[src/rtl/lcd12864_reader_if.sv]
// lcd12864_reader_if: request/response, bus-arbitration and LCD read-bus signals of the LCD12864 reader.
interface lcd12864_reader_if;
    logic       req_valid;
    logic       req_ready;
    logic       req_kind;
    logic       req_poll;
    logic       rsp_valid;
    logic       rsp_ready;
    logic [7:0] rsp_data;
    logic       rsp_timeout;
    logic       bus_req;
    logic       bus_gnt;
    logic       lcd_rs;
    logic       lcd_rw;
    logic       lcd_en;
    logic [7:0] lcd_db_i;
    modport master (
        input  req_valid, req_kind, req_poll, rsp_ready, bus_gnt, lcd_db_i,
        output req_ready, rsp_valid, rsp_data, rsp_timeout, bus_req, lcd_rs, lcd_rw, lcd_en
    );
    modport slave (
        output req_valid, req_kind, req_poll, rsp_ready, bus_gnt, lcd_db_i,
        input  req_ready, rsp_valid, rsp_data, rsp_timeout, bus_req, lcd_rs, lcd_rw, lcd_en
    );
endinterface

[src/rtl/lcd12864_reader.sv]
// lcd12864_reader: timed ST7920 status/data read master with optional BF polling.
// Macro LCD12864_DUMMY_READ_EN adds a discarded dummy read cycle before each data read.
module lcd12864_reader #(
    parameter int SETUP_CYC   = 10,
    parameter int EN_HIGH_CYC = 63,
    parameter int HOLD_CYC    = 5,
    parameter int BF_TIMEOUT  = 125000
) (
    input logic                i_sys_clk,
    input logic                i_sys_rst_n,
    lcd12864_reader_if.master  bus
);
    localparam int PH_MAX = (SETUP_CYC > EN_HIGH_CYC) ? ((SETUP_CYC > HOLD_CYC) ? SETUP_CYC : HOLD_CYC)
                                                      : ((EN_HIGH_CYC > HOLD_CYC) ? EN_HIGH_CYC : HOLD_CYC);
    localparam int PH_W = $clog2(PH_MAX + 1);
    localparam int TW   = $clog2(BF_TIMEOUT + 1);
    localparam logic [TW-1:0] T_MAX = TW'(BF_TIMEOUT);
`ifdef LCD12864_DUMMY_READ_EN
    localparam logic DUMMY = 1'b1;
`else
    localparam logic DUMMY = 1'b0;
`endif
    typedef enum logic [2:0] {IDLE, ARB, SETUP, STROBE, HOLD, CHECK, RESP} state_t;
    state_t          r_state, w_nxt;
    logic [PH_W-1:0] r_ph, w_ph;
    logic [TW-1:0]   r_tcnt;
    logic [7:0]      r_sample;
    logic            r_kind, r_poll, r_dummy, r_to;
    logic            w_acc, w_done, w_again, w_cyc;
    assign w_acc   = bus.req_valid && (r_state == IDLE);
    assign w_done  = (r_ph == '0);
    assign w_again = r_dummy || (r_poll && r_sample[7] && (r_tcnt < T_MAX));
    always_comb begin
        w_nxt = r_state;
        case (r_state)
            IDLE:    w_nxt = bus.req_valid ? ARB : IDLE;
            ARB:     w_nxt = bus.bus_gnt ? SETUP : ARB;
            SETUP:   w_nxt = w_done ? STROBE : SETUP;
            STROBE:  w_nxt = w_done ? HOLD : STROBE;
            HOLD:    w_nxt = w_done ? CHECK : HOLD;
            CHECK:   w_nxt = w_again ? SETUP : RESP;
            RESP:    w_nxt = bus.rsp_ready ? IDLE : RESP;
            default: w_nxt = IDLE;
        endcase
        // one shared down-counter, reloaded whenever a new phase begins
        w_ph = (w_nxt != r_state) ? ((w_nxt == SETUP)  ? PH_W'(SETUP_CYC - 1) :
                                     (w_nxt == STROBE) ? PH_W'(EN_HIGH_CYC - 1) :
                                     (w_nxt == HOLD)   ? PH_W'(HOLD_CYC - 1) : '0)
                                  : (w_done ? r_ph : r_ph - 1'b1);
    end
    always_ff @(posedge i_sys_clk or negedge i_sys_rst_n) begin
        if (!i_sys_rst_n) begin
            r_state  <= IDLE;
            r_ph     <= '0;
            r_tcnt   <= '0;
            r_sample <= '0;
            r_kind   <= 1'b0;
            r_poll   <= 1'b0;
            r_dummy  <= 1'b0;
            r_to     <= 1'b0;
        end else begin
            r_state <= w_nxt;
            r_ph    <= w_ph;
            if (w_acc) begin
                r_kind  <= bus.req_kind;
                r_poll  <= bus.req_poll & ~bus.req_kind;
                r_dummy <= DUMMY & bus.req_kind;
                r_tcnt  <= '0;
                r_to    <= 1'b0;
            end else begin
                if (r_tcnt < T_MAX) r_tcnt <= r_tcnt + 1'b1;
                if (r_state == CHECK) r_dummy <= 1'b0;
            end
            if (r_state == STROBE && w_done) r_sample <= bus.lcd_db_i;
            if (r_state == CHECK && !w_again) r_to <= r_poll && r_sample[7] && (r_tcnt >= T_MAX);
        end
    end
    assign w_cyc           = (r_state == SETUP) || (r_state == STROBE) || (r_state == HOLD) || (r_state == CHECK);
    assign bus.req_ready   = (r_state == IDLE);
    assign bus.bus_req     = w_cyc || (r_state == ARB);
    assign bus.lcd_rw      = w_cyc;
    assign bus.lcd_rs      = w_cyc && r_kind;
    assign bus.lcd_en      = (r_state == STROBE);
    assign bus.rsp_valid   = (r_state == RESP);
    assign bus.rsp_data    = r_sample;
    assign bus.rsp_timeout = r_to;
endmodule
[src/flat_wrapper.sv]
// flat-port wrapper written by rule: the top's interface ports become plain ports
module lcd12864_reader_flat 
#(
    parameter int SETUP_CYC   = 10,
    parameter int EN_HIGH_CYC = 63,
    parameter int HOLD_CYC    = 5,
    parameter int BF_TIMEOUT  = 125000
)
  (i_sys_clk, i_sys_rst_n, bus_req_valid, bus_req_kind, bus_req_poll, bus_rsp_ready, bus_bus_gnt, bus_lcd_db_i, bus_req_ready, bus_rsp_valid, bus_rsp_data, bus_rsp_timeout, bus_bus_req, bus_lcd_rs, bus_lcd_rw, bus_lcd_en);
  lcd12864_reader_if bus_i ();
  input logic i_sys_clk;
  input logic i_sys_rst_n;
  input wire logic [$bits(bus_i.req_valid)-1:0] bus_req_valid;
  input wire logic [$bits(bus_i.req_kind)-1:0] bus_req_kind;
  input wire logic [$bits(bus_i.req_poll)-1:0] bus_req_poll;
  input wire logic [$bits(bus_i.rsp_ready)-1:0] bus_rsp_ready;
  input wire logic [$bits(bus_i.bus_gnt)-1:0] bus_bus_gnt;
  input wire logic [$bits(bus_i.lcd_db_i)-1:0] bus_lcd_db_i;
  output wire logic [$bits(bus_i.req_ready)-1:0] bus_req_ready;
  output wire logic [$bits(bus_i.rsp_valid)-1:0] bus_rsp_valid;
  output wire logic [$bits(bus_i.rsp_data)-1:0] bus_rsp_data;
  output wire logic [$bits(bus_i.rsp_timeout)-1:0] bus_rsp_timeout;
  output wire logic [$bits(bus_i.bus_req)-1:0] bus_bus_req;
  output wire logic [$bits(bus_i.lcd_rs)-1:0] bus_lcd_rs;
  output wire logic [$bits(bus_i.lcd_rw)-1:0] bus_lcd_rw;
  output wire logic [$bits(bus_i.lcd_en)-1:0] bus_lcd_en;
  assign bus_i.req_valid = bus_req_valid;
  assign bus_i.req_kind = bus_req_kind;
  assign bus_i.req_poll = bus_req_poll;
  assign bus_i.rsp_ready = bus_rsp_ready;
  assign bus_i.bus_gnt = bus_bus_gnt;
  assign bus_i.lcd_db_i = bus_lcd_db_i;
  assign bus_req_ready = bus_i.req_ready;
  assign bus_rsp_valid = bus_i.rsp_valid;
  assign bus_rsp_data = bus_i.rsp_data;
  assign bus_rsp_timeout = bus_i.rsp_timeout;
  assign bus_bus_req = bus_i.bus_req;
  assign bus_lcd_rs = bus_i.lcd_rs;
  assign bus_lcd_rw = bus_i.lcd_rw;
  assign bus_lcd_en = bus_i.lcd_en;
  lcd12864_reader #(.SETUP_CYC(SETUP_CYC), .EN_HIGH_CYC(EN_HIGH_CYC), .HOLD_CYC(HOLD_CYC), .BF_TIMEOUT(BF_TIMEOUT)) u_core (.i_sys_clk(i_sys_clk), .i_sys_rst_n(i_sys_rst_n), .bus(bus_i));
endmodule
[config.mk]
export PLATFORM = sky130hd
export DESIGN_NAME = lcd12864_reader_flat
export DESIGN_NICKNAME = d
export VERILOG_FILES = /design/src/rtl/lcd12864_reader_if.sv /design/src/rtl/lcd12864_reader.sv /design/src/flat_wrapper.sv
export SDC_FILE = /design/constraint.sdc
export NUM_CORES = 1
export LEC_CHECK = 0
export BUFFER_PORTS_ARGS = -buffer_cell sky130_fd_sc_hd__buf_2
export CAP_MARGIN = 15
export CORE_MARGIN = 4
export CORE_UTILIZATION = 30
export DETAILED_ROUTE_END_ITERATION = 16
export HOLD_SLACK_MARGIN = 0.15
export SYNTH_ARGS = -nofsm -noshare
export SYNTH_HDL_FRONTEND = slang
export SYNTH_SLANG_ARGS = --single-unit
[constraint.sdc]
create_clock -name i_sys_clk -period 3.2 [get_ports i_sys_clk]
set_input_delay 0 -clock i_sys_clk [delete_from_list [all_inputs] [get_ports i_sys_clk]]
set_output_delay 0 -clock i_sys_clk [all_outputs]
set_load 0.1 [all_outputs]
==> results by stage, run 1 <==
Final layout:
- The layout has 697 filler cells.
- The signed area change from the synthesized netlist to the final layout is 21.17%.
- At the end of the flow, the number of nets in the layout was 271.
- The share of layout cells above drive strength 1 is 0.2756.
- The final instance area is 2600 sq um.
- The antenna diode count is 0.

Clock tree:
- The maximum clock insertion buffer count is 2.
- The maximum level of the CTS H-tree is 2.
- The number of buffers inserted to repair setup after CTS is 0.
- The tree is rooted in a sky130_fd_sc_hd__clkbuf_8.
- The clock net in this run drives a total of 37 sinks.
- The clock-pin transition on the worst setup and hold timing paths is 0.08 ns.
- The number of buffers added by the clock tree synthesis step is 5.
- TritonCTS built the clock tree.
- The later pin in the worst-skew pair is clocked with a latency of 0.29 ns.

Logic synthesis:
- By area the synthesized netlist is led by sky130_fd_sc_hd__dfrtp_1 43%, sky130_fd_sc_hd__xnor2_1 7.8%, sky130_fd_sc_hd__nand2_1 4.4%, sky130_fd_sc_hd__nor2_1 4.0%, sky130_fd_sc_hd__mux2_2 3.7%.
- Synthesis instantiated 50 different standard cells from the library.
- By count the netlist is led by 37 x sky130_fd_sc_hd__dfrtp_1, 25 x sky130_fd_sc_hd__nand2_1, 23 x sky130_fd_sc_hd__nor2_1, 19 x sky130_fd_sc_hd__xnor2_1, 9 x sky130_fd_sc_hd__inv_1.
- Synthesis produced a netlist with a net count of 230.
- The synthesis-stage register bit count is 37.
- The top cell type by total area after synthesis is sky130_fd_sc_hd__dfrtp_1.
- The proportion of netlist area held by the largest area contributor is 0.4315.
- In this run, synthesis inferred 0 flip-flops with an integrated enable.
- The most common flop cell mapped by yosys is sky130_fd_sc_hd__dfrtp_1.
- The sequential area share after synthesis is 0.4315.
- The cell count after synthesis came out at 212.
- The most frequent cell after synthesis is sky130_fd_sc_hd__dfrtp_1.
- The mean area per synthesized cell is 10.12 sq um.
- During synthesis, Yosys emitted a total of 0 warnings.
- In this run the cell area of the synthesized design comes to 2146 sq um.
- After synthesis, the share of flip-flops with an asynchronous set or reset is 1.000.

GRT:
- After global routing the overflow that remains totals 0.
- The first-pass GRT wire length is 8390 microns.
- The number of global-route vias before repair was 1718.
- The number of antenna violations at the first check in global routing came to 0.
- Across every metal layer, demand over resource in global routing totals 0.1211.
- The maximum number of pins on one net before global-route repair is 38.

Drt:
- The total iterations of the first detailed-routing run is 4.
- After detailed routing, no signal wire sits above met4.
- In the detailed route, the total length drawn on met3 is 258 microns.
- The final route contains 1687 vias.
- The routed length per instance is 13.03 microns.
- The detailed router finished its first iteration with 108 violations.
- The number of vias per cell is 4.820.
- The routed wire length on met2 is 2027 microns.
- For this block, wires on met1 add up to 2182 microns.
- In this run the remaining antenna-violating nets after routing total 0.
- The total DRC errors in the routed layout is 0.
- The aggregate routed wire length is 4560 microns.

Setup path:
- Counting both buffers and inverters, the worst setup path holds a total of 1.
- The setup slack on the worst flop-to-flop path is 0.82 ns.
- Measured in cells, the most critical reg-to-reg path has a length of 5.
- For the worst setup path, the data required time is 3.43 ns.
- The critical path in this run is classified as register to register.
- In this design, the stage delay of the slowest critical-path cell is 0.67 ns.
- The largest individual stage delay along the critical path comes from the cell sky130_fd_sc_hd__and2_1.
- The gate family responsible for the most delay along the worst path is simple AND/OR/NAND/NOR gates.
- The peak fanout along the critical path is 19.
- The worst setup path is captured at a register.
- The source of the worst register-to-register timing path is u_core.r_state[1].
- At the worst endpoint, the arrival time is 2.61 ns.
- The critical path startpoint category is a register.
- The endpoint identified for the worst register-to-register timing path is u_core.r_poll.
- Traced cell by cell, the critical path runs through nor3_2 -> and2_1 -> nand3b_1 -> nand2_1 -> dlygate4sd3_1.

Min path:
- Along the worst hold path, the cell count comes to 4.
- The min-delay analysis places its worst path in the category primary input to register.
- The path with the worst hold slack has its endpoint at u_core.r_state[2].
- The start point of the worst min-delay path is bus_rsp_ready.

Floorplanning:
- The number of placement rows is 30.
- The die is 92.58 microns wide.
- For this design the top-level I/O count stands at 30.
- The core region is 6869 sq um.
- The vertical die dimension is 92.58 microns.
- The area of the die is 8570 sq um.
- The initial utilization of the core area, before any placement, comes to 0.3124.

Timing:
- For the final database, setup skew stands at 0.009769 ns.
- The final setup violation count is 0.
- The relative slew slack is 0.4075.
- Derived from the worst setup path, the maximum achievable clock frequency is 0.4197 GHz.
- The max-slew violation count is 0.
- Setup repair after global routing left no endpoint under its margin.
- The final-report hold violation count is 0.
- On the final layout, the worst hold slack is 0.1866 ns.
- The transition at the pin with the smallest max-transition slack is 0.8878 ns.
- The post-route fraction of the period consumed by the critical path is 0.7446.
- Counting I/O delays and the setup requirement, the final critical path takes 2.383 ns.
- Summed over all failing endpoints, the final setup total negative slack is 0 ns.

Power and ir drop:
- For this design the static power due to leakage is 0.001100 uW.
- Power spread over the standard cell area amounts to 1034 nW/um^2.
- The highest ir drop seen on vdd is 814.6 uV.

Place:
- Once detailed placement completed, the half-perimeter wirelength came to 3206 microns.
- The cell area reported after detailed placement is 2359 sq um.
- Port buffering added 29 buffers.
- At the end of routability-driven placement, the weighted congestion stood at 0.7736.

Outcome:
- The flow ran to the end, and the final reports show no timing, DRC or antenna violations.

Flow run:
- The tool flagged a number of max-cap violations equal to 0.
## repair_timing
action	CTS	global route
hold buffers	14	0
hold endpoints to repair	48	0
gates resized for setup	0	0
## where the power goes
group	total [uW]	switching (uW)	internal (uW)
clock network	361	166	195
registers	814	193	621
logic	1510	1100	409
## worst min-delay path, delay by kind of cell
family                 cells  cell delay [ns]
AOI/OAI and AO/OA          2             0.28
buffers and inverters      1             0.09
and+or+nand+nor            1             0.08
## final cells by class
cell class	count	area (sq um)	area share
well taps	96	120.1	0.04620
repair buffers	43	285.3	0.1097
multi-input cells	157	1134	0.4360
flip-flops and latches	37	925.9	0.3561
clock inverters	1	5.005	0.001925
inverters	9	33.78	0.01299
clock buffers	7	96.34	0.03705
## stage by stage
stage | util | cells | worst slack [ns] | total power, uW
finish | 0.3785 | 350 | 0.8173 | 2688
global route | 0.3785 | 350 | 0.5715 | 2890
CTS | 0.3785 | 350 | 0.7889 | 2720
detailed placement | 0.3434 | 328 | 1.215 | 2314
global placement | 0.3434 | 328 | 1.263 | 2296
floorplan | - | 212 | 0.2433 | 2070
## worst max-delay path by stage
| stage | start | endpoint | slack (ns) | depth (start not counted) |
|---|---|---|---|---|
| 6_report | u_core.r_state[1] | u_core.r_poll | 0.82 | 5 |
| 5_1_grt | u_core.r_state[1] | u_core.r_poll | 0.57 | 5 |
| 4_1_cts | u_core.r_state[1] | u_core.r_poll | 0.79 | 5 |
| 3_5_place_dp | u_core.r_ph[0] | u_core.bus.rsp_data[3] | 1.22 | 6 |
| 3_3_place_gp | u_core.r_ph[0] | u_core.bus.rsp_data[4] | 1.26 | 6 |
| 2_1_floorplan | u_core.r_state[1] | bus_lcd_rs | 0.24 | 3 |
## state kept, by name, summed over array words and instances (netlist names)
signal and cells:
u_core.r_tcnt 17, u_core.bus.rsp_data 8, u_core.r_ph 6, u_core.r_state 3
u_core.bus.rsp_timeout 1, u_core.r_kind 1, u_core.r_poll 1
## routing by layer
layer,vias up,track usage
met1,802,0.1648
li1,834,-
met3,7,0.03656
met2,44,0.1819
met5,-,0
met4,0,0.04208
## cells in the final DEF (no fill, tap or decap), types with 4 or more instances in the layout
master / instances
sky130_fd_sc_hd__dfrtp_1: 37
sky130_fd_sc_hd__a2111oi_2: 4
sky130_fd_sc_hd__xnor2_1: 19
sky130_fd_sc_hd__nand3_1: 7
sky130_fd_sc_hd__nor2_2: 5
sky130_fd_sc_hd__a21oi_1: 7
sky130_fd_sc_hd__clkbuf_8: 7
sky130_fd_sc_hd__buf_2: 29
sky130_fd_sc_hd__inv_1: 9
sky130_fd_sc_hd__mux2_2: 7
sky130_fd_sc_hd__nand2_1: 25
sky130_fd_sc_hd__a211oi_2: 6
sky130_fd_sc_hd__dlygate4sd3_1: 14
sky130_fd_sc_hd__nor2_1: 23
## cell families after synthesis
| group | Yosys count | synth area share |
|---|---|---|
| AO/OA/AOI/OAI | 42 | 0.1749 |
| XOR/XNOR | 20 | 0.08163 |
| adder cells (fa/ha/maj) | 3 | 0.01749 |
| buffers and inverters | 18 | 0.04256 |
| flip-flops | 37 | 0.4315 |
| multiplexers | 7 | 0.03674 |
| AND/OR/NAND/NOR | 85 | 0.2152 |
Power figures use the tool's default switching activity.
==> inputs of run 2 (changes only) <==
- ABC_AREA: not set -> 1
- clock period: 3.2 -> 2.23 ns (I/O delays scaled with it)
==> results by stage, run 2 <==
Timing:
- The worst setup margin is 0.3250 ns.
- The tightest hold margin is 0.1688 ns.
- Between clock sinks in the finished design, the worst skew comes to 0.007518 ns.
- Setup repair after global routing left no endpoint under its margin.
- The final-report hold violation count is 0.
- The transition at the pin with the smallest max-transition slack is 0.8501 ns.
- The clock period could shrink to 1.905 ns.
- The max-slew violation count came to 0.
- The post-route fraction of the period consumed by the critical path is 0.8543.
- In the final timing run, aggregate negative setup slack is 0 ns.
- Setup violations remaining at the end of the flow were counted as 0.
- Measured against its own limit, the worst slew margin works out to 0.4333.
- Static timing analysis puts the maximum clock frequency at 0.5249 GHz.

Final layout:
- The share of the core filled with cells in the final layout is 0.3788.
- The antenna diode count is 0.
- The signed area change from the synthesized netlist to the final layout is 23.32%.
- The share of layout cells above drive strength 1 is 0.2107.
- Counting flops per register, the top entry is u_core.r_tcnt.
- The commonest non-fill, non-tap cell in the layout is sky130_fd_sc_hd__nand2_1.
- The number of nets at the end of the flow is 354.
- The register with the most flip-flops in the layout has 17 of them.
- The post-layout instance count excluding filler cells is 436.
- The library cells used most frequently in the layout, excluding fill and tap cells, are 77 x sky130_fd_sc_hd__nand2_1, 37 x sky130_fd_sc_hd__dfrtp_1, 29 x sky130_fd_sc_hd__inv_1, 29 x sky130_fd_sc_hd__buf_2, 23 x sky130_fd_sc_hd__nor2_1.
- The filler cells instantiated in the layout total 758.

Drt:
- For this block, the routed nets add up to 4991 microns of wire.
- The total DRC errors in the routed layout is 0.
- The detail route stage leaves a number of antenna-violating nets equal to 0.
- The number of DRC markers in iteration 0 is 54.
- The first TritonRoute pass finished after 4 iterations.
- The via count is 2025.
- The number of vias per cell is 4.644.
- The routed length per instance is 11.45 microns.

Logic synthesis:
- In the synthesized netlist the dominant register cell turns out to be sky130_fd_sc_hd__dfrtp_1.
- Ranked by instance count, the synthesized netlist is headed by 78 x sky130_fd_sc_hd__nand2_1, 37 x sky130_fd_sc_hd__dfrtp_1, 30 x sky130_fd_sc_hd__inv_1, 24 x sky130_fd_sc_hd__nor2_1, 21 x sky130_fd_sc_hd__nand3_1.
- Yosys attributes the largest share of cell area to sky130_fd_sc_hd__dfrtp_1 42%, sky130_fd_sc_hd__nand2_1 13%, sky130_fd_sc_hd__inv_1 5.1%, sky130_fd_sc_hd__nand3_1 4.7%, sky130_fd_sc_hd__nor2_1 4.1%.
- Yosys printed 0 warnings.
- Summed over all instances, the cell type with the most area after synthesis is sky130_fd_sc_hd__dfrtp_1.
- Counting flops and latches in the post-synthesis netlist gives 37.
- The synthesized design contains 0 enable-type register cells.
- The sequential area share after synthesis is 0.4178.
- Each instance of the synthesized netlist takes up on average 7.615 sq um.
- The share of synthesized area in the top cell type comes to 0.4178.
- By instance count, the leading cell after synthesis is sky130_fd_sc_hd__nand2_1.
- Synthesis produced 291 cells.
- The proportion of synthesized flip-flops having asynchronous set or reset is 1.000.
- Counting every net in the synthesized netlist gives 309.
- The count of distinct cell types in the synthesized netlist is 33.
- The summed instance area of the synthesized netlist is 2216 sq um.

Clock tree:
- CTS built an H-tree with a depth of 2.
- Gates resized during post-CTS repair numbered 0.
- The TritonCTS clock tree is yes.
- The clock-pin transition on the worst setup and hold timing paths is 0.08 ns.
- The maximum clock insertion buffer count is 2.
- The insertion delay to the later sink of the worst-skew pair is 0.30 ns.
- The cell at the root of the clock tree is sky130_fd_sc_hd__clkbuf_8.
- Clock tree synthesis found a total of 37 sinks.
- The number of buffers added by the clock tree synthesis step is 5.

Place:
- The count of buffers inserted at the top-level ports is 29.
- Including well taps, the total number of placed cells is 414.
- At the placement stage, the worst setup path has a slack of 0.4883 ns.
- The final RePlAce weighted congestion is 0.8395.
- The placed wire-length estimate is 3682 microns.

Power and ir drop:
- The cell area power density is 1544 nW/um^2.
- The combinational share of power is 0.609.
- The sequential fraction of design power is 0.247.
- The leakage power figure is 0.001346 uW.
- The share of total power dissipated in the clock network is 0.144.
- The switching share of total power is 0.5671.
- The highest ir drop seen on vdd is 1205 uV.
- The total internal power is 1826 uW.
- For this design the total switching power over the nets is 2392 uW.

Flow run:
- The tool flagged a number of max-cap violations equal to 0.

Min path:
- The start point of the worst min-delay path is bus_bus_gnt.
- The worst hold path passes through 6 cells.
- The min-delay analysis places its worst path in the category primary input to register.
- The worst hold endpoint is u_core.r_state[0].

Setup path:
- For the worst setup path, the data required time is 2.42 ns.
- Along the worst path, the maximum fanout reaches 9.
- The cell count of the worst reg-to-reg path is 4.
- STA classifies the critical path startpoint as a register.
- The setup slack on the worst flop-to-flop path is 0.32 ns.
- The reg-to-reg critical path endpoint is u_core.r_poll.
- STA classifies the critical path endpoint as a register.
- The critical path in this run is classified as register to register.
- Data arrives at the worst endpoint at 2.10 ns.
- The source of the worst register-to-register timing path is u_core.r_state[1].

Floorplanning:
- The die covers 8826 sq um.
- In this run the count of I/O pins placed on the die edge is 30.
- For this configuration, the core starts out at a cell density of 0.3071.
- The number of placement rows is 31.
- In this run the vertical extent of the chip is 93.95 microns.
- The placeable core region is 7214 sq um.
- The die span in x is 93.95 microns.

GRT:
- Global routing finished with a remaining overflow of 0.
- The maximum number of pins on one net before global-route repair is 38.
- For this run, the total global-route usage over all layers was measured as 0.1251.
- The number of global-route vias before repair is 1957.
- The number of antenna violations at the first check in global routing was 0.
- The first global-routing pass estimated 8866 microns of wire.

Outcome:
- The run finished with clean final reports.
-- run 2: cell types whose count changed in the layout (fill, tap and decap cells not counted), moves of 7 or more --
| cell | change |
|---|---|
| sky130_fd_sc_hd__xnor2_1 | -16 |
| sky130_fd_sc_hd__nand4_1 | +11 |
| sky130_fd_sc_hd__o21ai_0 | +8 |
| sky130_fd_sc_hd__mux2_2 | -7 |
| sky130_fd_sc_hd__inv_1 | +20 |
| sky130_fd_sc_hd__inv_2 | +9 |
| sky130_fd_sc_hd__nand2_1 | +52 |
| sky130_fd_sc_hd__nand3_1 | +14 |
-- run 2: kinds of logic after synthesis --
kind of cell	after synthesis	share of synthesized area
DFF	37	0.4178
AOI/OAI and AO/OA	31	0.07679
and+or+nand+nor	171	0.3907
xor gates and xnor gates	5	0.01977
buffers and inverters	44	0.07792
adders and majority gates	3	0.01694
-- run 2: through the flow --
| step | total power (uW) | cell area (sq um) |
|---|---|---|
| finish | 4218 | 2733 |
| global route | 4506 | 2733 |
| CTS | 4258 | 2733 |
| detailed placement | 3617 | 2477 |
| global placement | 3593 | 2477 |
| floorplan | 3220 | 2231 |
-- run 2: final cells by class --
cell class | instances | area [sq um] | share of cell area
Timing Repair Buffer | 44 | 292.8 | 0.1071
Multi-Input combinational cell | 210 | 1132 | 0.4144
Clock buffer | 5 | 68.82 | 0.02518
Tap cell | 99 | 123.9 | 0.04533
Sequential cell | 37 | 925.9 | 0.3388
Inverter | 38 | 142.6 | 0.05220
Clock inverter | 3 | 46.29 | 0.01694
-- run 2: worst max path at each step --
| stage | start | cells past startpoint | slack [ns] | end |
|---|---|---|---|---|
| finish | u_core.r_state[1] | 4 | 0.32 | u_core.r_poll |
| global placement | u_core.r_ph[0] | 12 | 0.56 | u_core.r_ph[0] |
| CTS | u_core.r_state[1] | 4 | 0.31 | u_core.r_poll |
| detailed placement | u_core.r_state[1] | 10 | 0.49 | u_core.r_ph[3] |
| global route | u_core.r_state[1] | 5 | 0.19 | u_core.r_poll |
| floorplan | u_core.r_state[1] | 6 | -0.23 | bus_lcd_rs |
-- run 2: what timing repair did --
action                    in CTS  in global routing
hold endpoints to repair      49                  0
hold buffers                  14                  0
setup buffers                  0                  0
-- run 2: power by group through the flow --
stage	Combinational, uW	Clock [uW]	Sequential, uW
after floorplan	1670	0	1550
after global placement	2540	0	1050
after detailed placement	2560	0	1050
after CTS	2590	621	1040
after global routing	2790	645	1070
final	2570	608	1040
-- run 2: worst max-delay path: stages, from the launching register on --
cell and delay, ns:
sky130_fd_sc_hd__dfrtp_1 0.51, sky130_fd_sc_hd__nor2_2 0.16, sky130_fd_sc_hd__nand3_1 0.25, sky130_fd_sc_hd__a22o_1 0.31, sky130_fd_sc_hd__dlygate4sd3_1 0.55
-- run 2: per-layer routing --
metal  up-vias  GRT usage  wire length (microns)  part of all wire
li1       1037          -                      -                 -
met1       940     0.1592                   2352              0.47
met2        37     0.2052                   2338              0.47
met3        11    0.02484                    188             0.038
met4         0    0.05415                    111             0.022
met5         -          0                      0                 0
==> inputs of run 3 (changes only) <==
==> constraint.sdc (replaced) <==
create_clock -name i_sys_clk -period 2.23 [get_ports i_sys_clk]
set_input_delay 0.223 -clock i_sys_clk [delete_from_list [all_inputs] [get_ports i_sys_clk]]
set_output_delay 0.223 -clock i_sys_clk [all_outputs]
set_load 0.1 [all_outputs]
==> results by stage, run 3 (synthesis gave the netlist of run 2 again) <==
Floorplanning:
- The count of pins on the block boundary is 30.
- The starting utilization of the core area is 0.3071.
- The placeable core region is 7214 sq um.
- The die span in x is 93.95 microns.
- Measured along the y axis, the die boundary spans 93.95 microns.
- The initialized floorplan defines 31 standard-cell rows.
- The die covers 8826 sq um.

Clock tree:
- After clock tree synthesis, the clock-pin slew on the worst setup and hold paths is 0.08 ns.
- In this run the post-CTS setup repair buffer count came out at 0.
- The maximum level of the CTS H-tree is 2.
- The root buffer cell chosen for the clock tree is sky130_fd_sc_hd__clkbuf_8.
- The longest clock path from root to sink contains 2 buffers.
- TritonCTS built the clock tree.
- For the worst-skew pair, the clock arrives at the later sink with an insertion delay of 0.29 ns.
- TritonCTS created 5 clock buffers.
- The clock net sink count is 37.

Timing:
- Setup violations remaining at the end of the flow were counted as 0.
- The max-slew violation count is 0.
- The worst setup margin is 0.1957 ns.
- The final-report hold violation count is 0.
- The post-route fraction of the period consumed by the critical path is 0.9123.
- For the final routed database, the setup TNS stands at 0 ns.
- The clock period could shrink to 2.034 ns.
- Headroom to the max-slew limit came out at 0.4345.
- The final setup skew is 0.005428 ns.
- The transition at the pin with the smallest max-transition slack is 0.8482 ns.
- The highest clock rate is 0.4916 GHz.
- Setup repair after global routing left no endpoint under its margin.

Power and ir drop:
- The share of total power dissipated in sequential elements is 0.241.
- The worst-case IR drop observed on VDD is 1418 uV.
- The internal portion of the total power is 1931 uW.
- In this run the static leakage power is 0.001350 uW.
- The switching component of the power is 2420 uW.
- The combinational share of power is 0.598.
- The portion of total power attributed to the clock network is 0.161.
- For this design the ratio of total power to cell area is 1595 nW/um^2.
- Of the total power, the share spent switching nets is 0.5562.

Drt:
- The final antenna-violating net count is 0.
- The routed length per instance is 12.10 microns.
- The via count is 2052.
- For this run, design rule violations remaining after detail routing come to 0.
- The number of DRC markers in iteration 0 is 97.
- The aggregate routed wire length is 5252 microns.
- After detailed routing, the number of vias per cell comes to 4.728.
- Before antenna repair, the detailed router went through 4 iterations.

Place:
- The cell area reported after detailed placement is 2485 sq um.
- Summed over all nets, the half-perimeter wirelength after detailed placement is 3793 microns.
- During placement, the flow inserted port buffers numbering 29.
- Timing analysis after detailed placement gives a worst setup slack of 0.4979 ns.
- The final RePlAce weighted congestion is 0.8360.

Setup path:
- Counting buffers and inverters, the worst setup path is 5 cells deep.
- Data arrives at the worst endpoint at 1.81 ns.
- The number of cells on the worst reg-to-reg path is 12.
- The peak fanout along the critical path is 8.
- The category of the most critical setup path is register to output port.
- The gate family responsible for the most delay along the worst path is flip-flops.
- In this design, the stage delay of the slowest critical-path cell is 0.59 ns.
- The slowest cell on the critical path is sky130_fd_sc_hd__dfrtp_1.
- STA classifies the critical path endpoint as an output port.
- The buffering stage count on the worst path with inverters included is 2.
- The endpoint required time on the critical path is 2.01 ns.
- Traced cell by cell, the critical path runs through nand3_2 -> nand4_1 -> inv_2 -> nor2_2 -> buf_2.
- The critical path startpoint category is a register.

Final layout:
- The top cell types in the final layout, fill and taps aside, are 77 x sky130_fd_sc_hd__nand2_1, 37 x sky130_fd_sc_hd__dfrtp_1, 29 x sky130_fd_sc_hd__inv_1, 29 x sky130_fd_sc_hd__buf_2, 23 x sky130_fd_sc_hd__nor2_1.
- The antenna diode count is 0.
- The commonest non-fill, non-tap cell in the layout is sky130_fd_sc_hd__nand2_1.
- At the end of the flow the core is filled with cells to 0.3783.
- u_core.r_tcnt holds more flip-flops than any other register.
- The register with the most flip-flops in the layout has 17 of them.
- The signed area change from the synthesized netlist to the final layout is 23.15%.
- The number of nets at the end of the flow is 352.
- The final instance area is 2729 sq um.
- The share of layout cells above drive strength 1 is 0.2149.

Flow run:
- The max-cap check violation count is 0.

GRT:
- The layer carrying the most global-route usage is met2.
- The first global-routing pass estimated 9080 microns of wire.
- The number of global-route vias before repair came to 1986.
- In the global route stage, met2 resource usage came out at 0.2135.
- In the global route stage, met1 resource usage came out at 0.1635.
- Across every metal layer, demand over resource in global routing totals 0.1261.
- In the global route stage, met3 resource usage came out at 0.02484.
- The leftover overflow at the end of global routing is 0.
- Entering global routing, the biggest net connects 38 pins.
- The number of antenna violations at the first check in global routing is 0.

Min path:
- The class of the worst hold path is primary input to register.
- Counting instances, the worst hold path has a depth of 3.

Outcome:
- The run finished with clean final reports.
run 3: changes by cell type in the layout (fill, tap and decap cells not counted):
cell,change
sky130_fd_sc_hd__buf_4,+1
sky130_fd_sc_hd__bufinv_16,+1
sky130_fd_sc_hd__clkinv_2,+1
sky130_fd_sc_hd__clkinv_4,-1
sky130_fd_sc_hd__clkinvlp_4,-1
sky130_fd_sc_hd__dlygate4sd3_1,-3
run 3: area by class of cell:
class	count	area, sq um
Fill cell	772	4486
Multi-Input combinational cell	210	1132
Sequential cell	37	925.9
Timing Repair Buffer	42	270.3
Inverter	38	142.6
Tap cell	99	123.9
Clock buffer	5	68.82
Clock inverter	3	65.06
run 3: layer usage:
metal  wire length [microns]  part of all wire
met1                    2416              0.46
met2                    2579              0.49
met3                     202             0.038
met4                      53             0.010
met5                       0                 0
run 3: path summary, 6_finish.rpt:
check | start | slack (ns) | endpoint
worst min-delay path | bus_req_kind | 0.19 | u_core.r_kind
worst min register to register | u_core.bus.rsp_data[1] | 0.48 | u_core.bus.rsp_data[1]
worst max register to register | u_core.r_ph[0] | 0.46 | u_core.r_ph[0]
worst max-delay path | u_core.r_state[1] | 0.20 | bus_lcd_rs
min in group asynchronous | i_sys_rst_n | 0.58 | u_core.r_tcnt[4]
max in group asynchronous | i_sys_rst_n | 1.12 | u_core.r_tcnt[7]
run 3: power by group through the flow:
stage | logic (uW) | registers [uW] | clock network [uW]
after detailed placement | 2590 | 1060 | 0
after floorplan | 1670 | 1550 | 0
final | 2600 | 1050 | 699
after global routing | 2790 | 1080 | 748
after global placement | 2560 | 1050 | 0
after CTS | 2610 | 1050 | 718
run 3: repair_timing:
action	in CTS	in global routing
resized for setup	0	0
hold buffers	10	1
setup endpoints to repair	0	0
hold endpoints to repair	46	1
run 3: metrics by stage:
| step | power (uW) | cells | hold slack [ns] |
|---|---|---|---|
| final | 4351 | 434 | 0.1904 |
| after global routing | 4612 | 434 | 0.1986 |
| after CTS | 4376 | 433 | 0.1528 |
| after detailed placement | 3651 | 415 | 0.3842 |
| after global placement | 3613 | 415 | 0.3926 |
| after floorplan | 3220 | 291 | -0.07259 |
run 3: worst reg2reg max path: cells and delay by family (launching register included):
family	cells	cell delay (ns)
fa+ha+maj	1	0.29
buf+inv	2	0.15
flops	1	0.36
simple gates	8	0.82
compound gates	1	0.09
